### config.mk
export PLATFORM = sky130hd
export DESIGN_NAME = uart_rx_fifo
export DESIGN_NICKNAME = d
export VERILOG_FILES = /design/src/rtl/uart_rx_fifo.sv
export SDC_FILE = /design/constraint.sdc
export NUM_CORES = 1
export LEC_CHECK = 0
export ABC_AREA = 1
export CAP_MARGIN = 20
export CORE_MARGIN = 3
export CORE_UTILIZATION = 45
export DETAILED_ROUTE_END_ITERATION = 8
export DONT_BUFFER_PORTS = 1
export GPL_TIMING_DRIVEN = 0
export SYNTH_ARGS = -nofsm -noshare
export SYNTH_HDL_FRONTEND = slang
export SYNTH_SLANG_ARGS = --single-unit
### constraint.sdc
create_clock -name clk -period 2.1 [get_ports clk]
set_clock_uncertainty 0.05 [all_clocks]
set_input_delay 0.315 -clock clk [delete_from_list [all_inputs] [get_ports clk]]
set_output_delay 0.315 -clock clk [all_outputs]
set_load 0.1 [all_outputs]
### src/rtl/uart_rx_fifo.sv
// UART receiver with 3-sample majority voting, optional parity, sticky error
// flags and a show-ahead output FIFO drained through a valid/ready handshake.
module uart_rx_fifo #(
  parameter int CLKS_PER_BIT = 868,
  parameter int DATA_BITS    = 8,
  parameter int PARITY       = 0,
  parameter int FIFO_DEPTH   = 4
) (
  input  logic                        clk,
  input  logic                        rst,
  input  logic                        rx_serial,
  output logic [DATA_BITS-1:0]        rx_data,
  output logic                        rx_valid,
  input  logic                        rx_ready,
  output logic [$clog2(FIFO_DEPTH):0] fifo_count,
  output logic                        frame_err,
  output logic                        parity_err,
  output logic                        overrun,
  input  logic                        err_clear,
  output logic [2:0]                  state,
  output logic                        rx_sync
);

  localparam int CW   = $clog2(CLKS_PER_BIT);
  localparam int BW   = $clog2(DATA_BITS);
  localparam int AW   = $clog2(FIFO_DEPTH);
  localparam int NW   = AW + 1;
  localparam int MID  = CLKS_PER_BIT / 2;

  typedef enum logic [2:0] {
    S_IDLE   = 3'd0,
    S_START  = 3'd1,
    S_DATA   = 3'd2,
    S_PARITY = 3'd3,
    S_STOP   = 3'd4
  } state_t;

  state_t               r_state, w_state_next;
  logic                 r_sync1, r_sync2;
  logic [CW-1:0]        r_cnt;
  logic [BW-1:0]        r_bit_idx;
  logic                 r_samp_a, r_samp_b;
  logic [DATA_BITS-1:0] r_shift;
  logic                 r_par_acc, r_par_bad;
  logic                 r_frame_err, r_parity_err, r_overrun;
  logic [DATA_BITS-1:0] r_mem [FIFO_DEPTH];
  logic [AW-1:0]        r_wr_ptr, r_rd_ptr;
  logic [NW-1:0]        r_count;

  logic w_maj, w_cnt_last, w_decide, w_stop_decide;
  logic w_push, w_frame_set, w_parity_set, w_overrun_set;
  logic w_pop, w_full, w_wr_en;

  always_ff @(posedge clk) begin
    if (rst) begin
      r_sync1 <= 1'b1;
      r_sync2 <= 1'b1;
    end else begin
      // NOTE: non-blocking so each stage takes the pre-edge value; blocking would collapse the two flops into one.
      r_sync1 <= rx_serial;
      r_sync2 <= r_sync1;
    end
  end

  assign rx_sync = r_sync2;

  // Third vote is the live sample taken at the decision count MID+1.
  assign w_maj = (r_samp_a & r_samp_b) | (r_samp_a & r_sync2) | (r_samp_b & r_sync2);
  assign w_cnt_last    = (r_cnt == CW'(CLKS_PER_BIT - 1));
  assign w_decide      = (r_cnt == CW'(MID + 1));
  assign w_stop_decide = (r_state == S_STOP) && w_decide;

  always_comb begin
    // NOTE: default assigned first so every path drives w_state_next; a missing branch would infer a latch.
    w_state_next = r_state;
    unique case (r_state)
      S_IDLE:   if (!r_sync2) w_state_next = S_START;
      S_START: begin
        if (w_decide && w_maj) w_state_next = S_IDLE;
        else if (w_cnt_last)   w_state_next = S_DATA;
      end
      S_DATA: begin
        if (w_cnt_last && (r_bit_idx == BW'(DATA_BITS - 1)))
          w_state_next = (PARITY != 0) ? S_PARITY : S_STOP;
      end
      S_PARITY: if (w_cnt_last) w_state_next = S_STOP;
      S_STOP:   if (w_decide) w_state_next = S_IDLE;
      default:  w_state_next = S_IDLE;
    endcase
  end

  always_ff @(posedge clk) begin
    if (rst) begin
      r_state   <= S_IDLE;
      r_cnt     <= '0;
      r_bit_idx <= '0;
      r_samp_a  <= 1'b1;
      r_samp_b  <= 1'b1;
      r_shift   <= '0;
      r_par_acc <= 1'b0;
      r_par_bad <= 1'b0;
    end else begin
      r_state <= w_state_next;
      if (r_state == S_IDLE || w_state_next == S_IDLE || w_cnt_last) r_cnt <= '0;
      else                                                            r_cnt <= r_cnt + CW'(1);
      if (r_cnt == CW'(MID - 1)) r_samp_a <= r_sync2;
      if (r_cnt == CW'(MID))     r_samp_b <= r_sync2;
      if (r_state == S_IDLE) begin
        r_bit_idx <= '0;
        r_par_acc <= 1'b0;
        r_par_bad <= 1'b0;
      end
      if (r_state == S_DATA) begin
        if (w_decide) begin
          r_shift   <= {w_maj, r_shift[DATA_BITS-1:1]};
          r_par_acc <= r_par_acc ^ w_maj;
        end
        if (w_cnt_last) r_bit_idx <= r_bit_idx + BW'(1);
      end
      if (r_state == S_PARITY && w_decide)
        r_par_bad <= (PARITY == 1) ? ~(r_par_acc ^ w_maj) : (r_par_acc ^ w_maj);
    end
  end

  assign w_push        = w_stop_decide && w_maj && !r_par_bad;
  assign w_frame_set   = w_stop_decide && !w_maj;
  assign w_parity_set  = w_stop_decide && w_maj && r_par_bad;
  assign w_pop         = rx_valid && rx_ready;
  assign w_full        = (r_count == NW'(FIFO_DEPTH));
  assign w_wr_en       = w_push && (!w_full || w_pop);
  assign w_overrun_set = w_push && w_full && !w_pop;

  // NOTE: storage is deliberately not reset; pointers and count define validity and rx_data is don't-care when empty.
  always_ff @(posedge clk) begin
    if (w_wr_en) r_mem[r_wr_ptr] <= r_shift;
  end

  always_ff @(posedge clk) begin
    if (rst) begin
      r_wr_ptr <= '0;
      r_rd_ptr <= '0;
      r_count  <= '0;
    end else begin
      if (w_wr_en) r_wr_ptr <= r_wr_ptr + AW'(1);
      if (w_pop)   r_rd_ptr <= r_rd_ptr + AW'(1);
      case ({w_wr_en, w_pop})
        2'b10:   r_count <= r_count + NW'(1);
        2'b01:   r_count <= r_count - NW'(1);
        default: r_count <= r_count;
      endcase
    end
  end

  // A new error event beats a simultaneous clear.
  always_ff @(posedge clk) begin
    if (rst) begin
      r_frame_err  <= 1'b0;
      r_parity_err <= 1'b0;
      r_overrun    <= 1'b0;
    end else begin
      if (w_frame_set)        r_frame_err  <= 1'b1;
      else if (err_clear)     r_frame_err  <= 1'b0;
      if (w_parity_set)       r_parity_err <= 1'b1;
      else if (err_clear)     r_parity_err <= 1'b0;
      if (w_overrun_set)      r_overrun    <= 1'b1;
      else if (err_clear)     r_overrun    <= 1'b0;
    end
  end

  assign rx_data    = r_mem[r_rd_ptr];
  assign rx_valid   = (r_count != '0);
  assign fifo_count = r_count;
  assign frame_err  = r_frame_err;
  assign parity_err = r_parity_err;
  assign overrun    = r_overrun;
  assign state      = r_state;

endmodule

==> results by group <==
Status
  – Status: completed

STA
  – Final Hold Fails: 0
  – Final-report max-slew violation count: 0
  – Transition at the pin with the smallest max-transition slack: between 900 and 1000 ps
  – Unrepaired setup endpoints after global routing: no
  – Final cycle utilization of the critical path: 96.3%
  – Final Hold Slack: 28.0 ps
  – Remaining max-slew budget at the tightest pin: 33.9%
  – Setup-violating endpoint count in the final report: 0
  – Shortest clock period the worst path allows after layout: about 2000 ps
  – Total Neg Setup Slack: 0 ps
  – Maximum achievable frequency: ~490 MHz

Clocking
  – Clock slew at reported path FFs: 90 ps
  – Clock latency on the worst-skew pair: 340 ps
  – Maximum clock path buffer count: 2
  – CTS Buf Count: 9
  – Max H-tree Level: 3
  – Clock Root Buffer: sky130_fd_sc_hd__clkbuf_8
  – TritonCTS clock tree: yes
  – Number of clock sinks: 74

Floorplanning
  – Initial core utilization: between 40% and 50%
  – Die Outline Area: 8180 sq um
  – Die Height: approximately 90 um
  – Core box area: 6870 sq um
  – Chip width: 90.4 um
  – Count of standard-cell rows: 30
  – Count of pins on the block boundary: 24

Detailed routing
  – Drt via density: 4.92
  – Antenna-violating nets left: 0
  – Via count: 2,259
  – Post-route DRC: 0
  – First-pass iteration count of the detailed router: 4
  – Number of violations reported at the end of detailed-routing iteration 0: 110
  – Total detailed-routing wirelength: around 6100 um
  – Routed length per instance: 13.4 um

Global routing
  – Number of global-route vias before repair: 2,173
  – Overflow left after global routing: 0
  – GR met2 Demand/Resource: 25.9%
  – Combined global-route utilization of all metal layers: 15.9%
  – Antenna violations before repair: 0
  – Met3 usage in global routing: 3.58%
  – GRT busiest layer: met2
  – Pin count of the biggest net entering global routing: 15
  – Global-route wire length before repair: 10,300 um
  – Met1 Use GR: 20.1%

Power and ir drop
  – Flop pwr share: 42.0%
  – IR Drop Worst-Case VDD: 0.681 mV
  – Share of power burned in combinational logic: approximately a third
  – Power Density: 1130 nW/um^2
  – Internal power: 2.46 mW
  – Switching share of total power: 43.7%
  – Clk pwr share: ~26%
  – Net switching power figure: 1.91 mW
  – Reported leakage power: 1.46 nW

Worst setup path
  – Critical path launch point type: flop
  – Required arrival time at the worst endpoint: roughly 1700 ps
  – Chain of cells forming the critical path: clkbuf_16 > o21ai_0 > o22ai_4
  – Worst reg-to-reg setup slack: around 100 ps
  – Largest stage delay, worst path: 600 ps
  – Kind of cell adding the most delay to the critical path: compound AO/OA/AOI/OAI gates
  – CP max-delay cell: sky130_fd_sc_hd__o22ai_4
  – Number of buffers and inverters on the critical path: 1
  – Critical path type: reg -> out
  – Largest fanout on the critical path: 10
  – Endpoint type of the worst setup path: primary output
  – Arrival time at the worst endpoint: 1660 ps

Place
  – GPL Wtd Cong: 0.809
  – Placed insts: 438
  – Count of input and output buffers: 0
  – Detailed Place HPWL: a little over 4000 um

Synth
  – Number of warnings reported in the yosys synthesis log: 0
  – Syn nets: 357
  – Avg Inst Size Synth: 9.38 sq um
  – Post-synthesis instance total: 342
  – Library cells used by synthesis: 32
  – Post-synthesis cell area: 3210 sq um
  – Sequential fraction of the synthesis area: 56.2%
  – Number of synthesized register bits: 74

Final layout
  – Final Net Count: 373
  – Number of diodes added for antenna fixing: 0
  – Layout Area Growth over Synthesis: 20.2%
  – Fraction of final layout cells sized beyond drive strength 1: 24.2%
  – Post-route non-filler standard cell count: 459

Flow run
  – Number of maximum-capacitance constraint violations: 0

Min path
  – Hold/Removal Path Class: in -> reg
## cells in the final DEF (no fill, tap or decap), types with 9 or more instances in the layout
master | synthesis | layout
sky130_fd_sc_hd__nor2_2 | 13 | 14
sky130_fd_sc_hd__inv_1 | 44 | 40
sky130_fd_sc_hd__dfxtp_1 | 42 | 32
sky130_fd_sc_hd__edfxtp_1 | 32 | 32
sky130_fd_sc_hd__nand2_1 | 39 | 36
sky130_fd_sc_hd__a21oi_1 | 19 | 19
sky130_fd_sc_hd__o21ai_0 | 30 | 27
sky130_fd_sc_hd__nand3_1 | 13 | 12
sky130_fd_sc_hd__clkbuf_8 | 0 | 9
sky130_fd_sc_hd__nor2_1 | 42 | 36
## synthesized netlist by cell type (all sizes together)
cell type   n  area, sq um
nand2      41          164
clkbuf      4         15.0
and3        1         6.26
a211oi      1         12.5
xnor2       3         26.3
nand3b      1         7.51
or2         2         12.5
a21oi      19         95.1
inv        49          184
a2bb2oi     1         8.76
dfxtp      42          841
xor2        5         43.8
edfxtp     32          961
o22ai       9         56.3
a22oi       2         15.0
nor2       58          273
nor3        5         30.0
o21ai      31          155
buf         1         11.3
ha          9          113
nand3      16         95.1
nand4       9         62.6
fa          1         20.0
## power groups by stage
stage / Combinational, mW / Sequential [mW] / Clock [mW]
6_report: 1.42 / 1.84 / 1.11
3_5_place_dp: 1.16 / 1.86 / 0
3_3_place_gp: 1.15 / 1.86 / 0
5_1_grt: 1.51 / 1.85 / 1.20
2_1_floorplan: 1.07 / 1.83 / 0
4_1_cts: 1.38 / 1.84 / 1.14
## per-stage QoR
| step | power (mW) | cell area [sq um] | util [%] | worst slack, ps |
|---|---|---|---|---|
| after CTS | 4.36 | 3820 | 55.6 | 6.15 |
| final | 4.37 | 3860 | 56.2 | 78.5 |
| after global routing | 4.56 | 3860 | 56.2 | 0.855 |
| after floorplan | 2.90 | 3290 | - | 24.9 |
| after detailed placement | 3.02 | 3410 | 49.7 | -316 |
| after global placement | 3.01 | 3410 | 49.7 | -321 |
## state kept, by name (all words and copies together), names as in the netlist, 2 cells and up, named ones only
name,count
r_rd_ptr,2
r_mem,32
r_shift,8
r_bit_idx,3
r_wr_ptr,2
fifo_count,3
r_cnt,10
state,3
## layout make-up
cell class                 instances  area (sq um)
fill                             617          3010
sequential                        74          1830
multi-input combinational        214          1380
inverter                          49           189
clock buffer                       9           124
tap                               96           120
clock inverter                     7          76.3
timing repair buffer               5          75.1
buffer                             5          58.8
## routing by layer
| layer | up-vias | wire [um] |
|---|---|---|
| met4 | 0 | 110 |
| met5 | - | 0 |
| met3 | 10 | 173 |
| met2 | 32 | 2980 |
| met1 | 1041 | 2870 |
| li1 | 1176 | - |
## path summary, 6_finish.rpt
kind                               from                    endpoint  cells past startpoint
max                                flop                  rx_data[5]                      3
min                           rx_serial          r_sync1$_SDFF_PP1_                      1
max reg2reg  fifo_count[2]$_SDFFE_PP0P_  fifo_count[2]$_SDFFE_PP0P_                     10
min reg2reg          r_sync1$_SDFF_PP1_          rx_sync$_SDFF_PP1_                      1
## cells by family after synthesis
| group | share of synthesized area [%] |
|---|---|
| and+or+nand+nor | 20.3 |
| DFF | 56.2 |
| AOI/OAI and AO/OA | 10.7 |
| buffers and inverters | 6.55 |
| adders and majority gates | 4.13 |
| xor gates and xnor gates | 2.18 |
## worst reg2reg max path, stage by stage (launching register included)
cell and delay, ps:
sky130_fd_sc_hd__dfxtp_4 580, sky130_fd_sc_hd__inv_4 80, sky130_fd_sc_hd__nand2_8 180, sky130_fd_sc_hd__nand2_2 100, sky130_fd_sc_hd__inv_2 90, sky130_fd_sc_hd__nand2_2 90, sky130_fd_sc_hd__fa_1 400, sky130_fd_sc_hd__inv_1 60
sky130_fd_sc_hd__nand2_1 60, sky130_fd_sc_hd__a21oi_1 140, sky130_fd_sc_hd__nor2_1 60
## timing repair
action | CTS | global route
pin swaps | 8 | 6
setup endpoints to repair | 42 | 41
hold buffers | 0 | 0
resized for setup | 36 | 10
setup buffers | 3 | 2
Note: power is estimated with default switching activity, not from simulation.
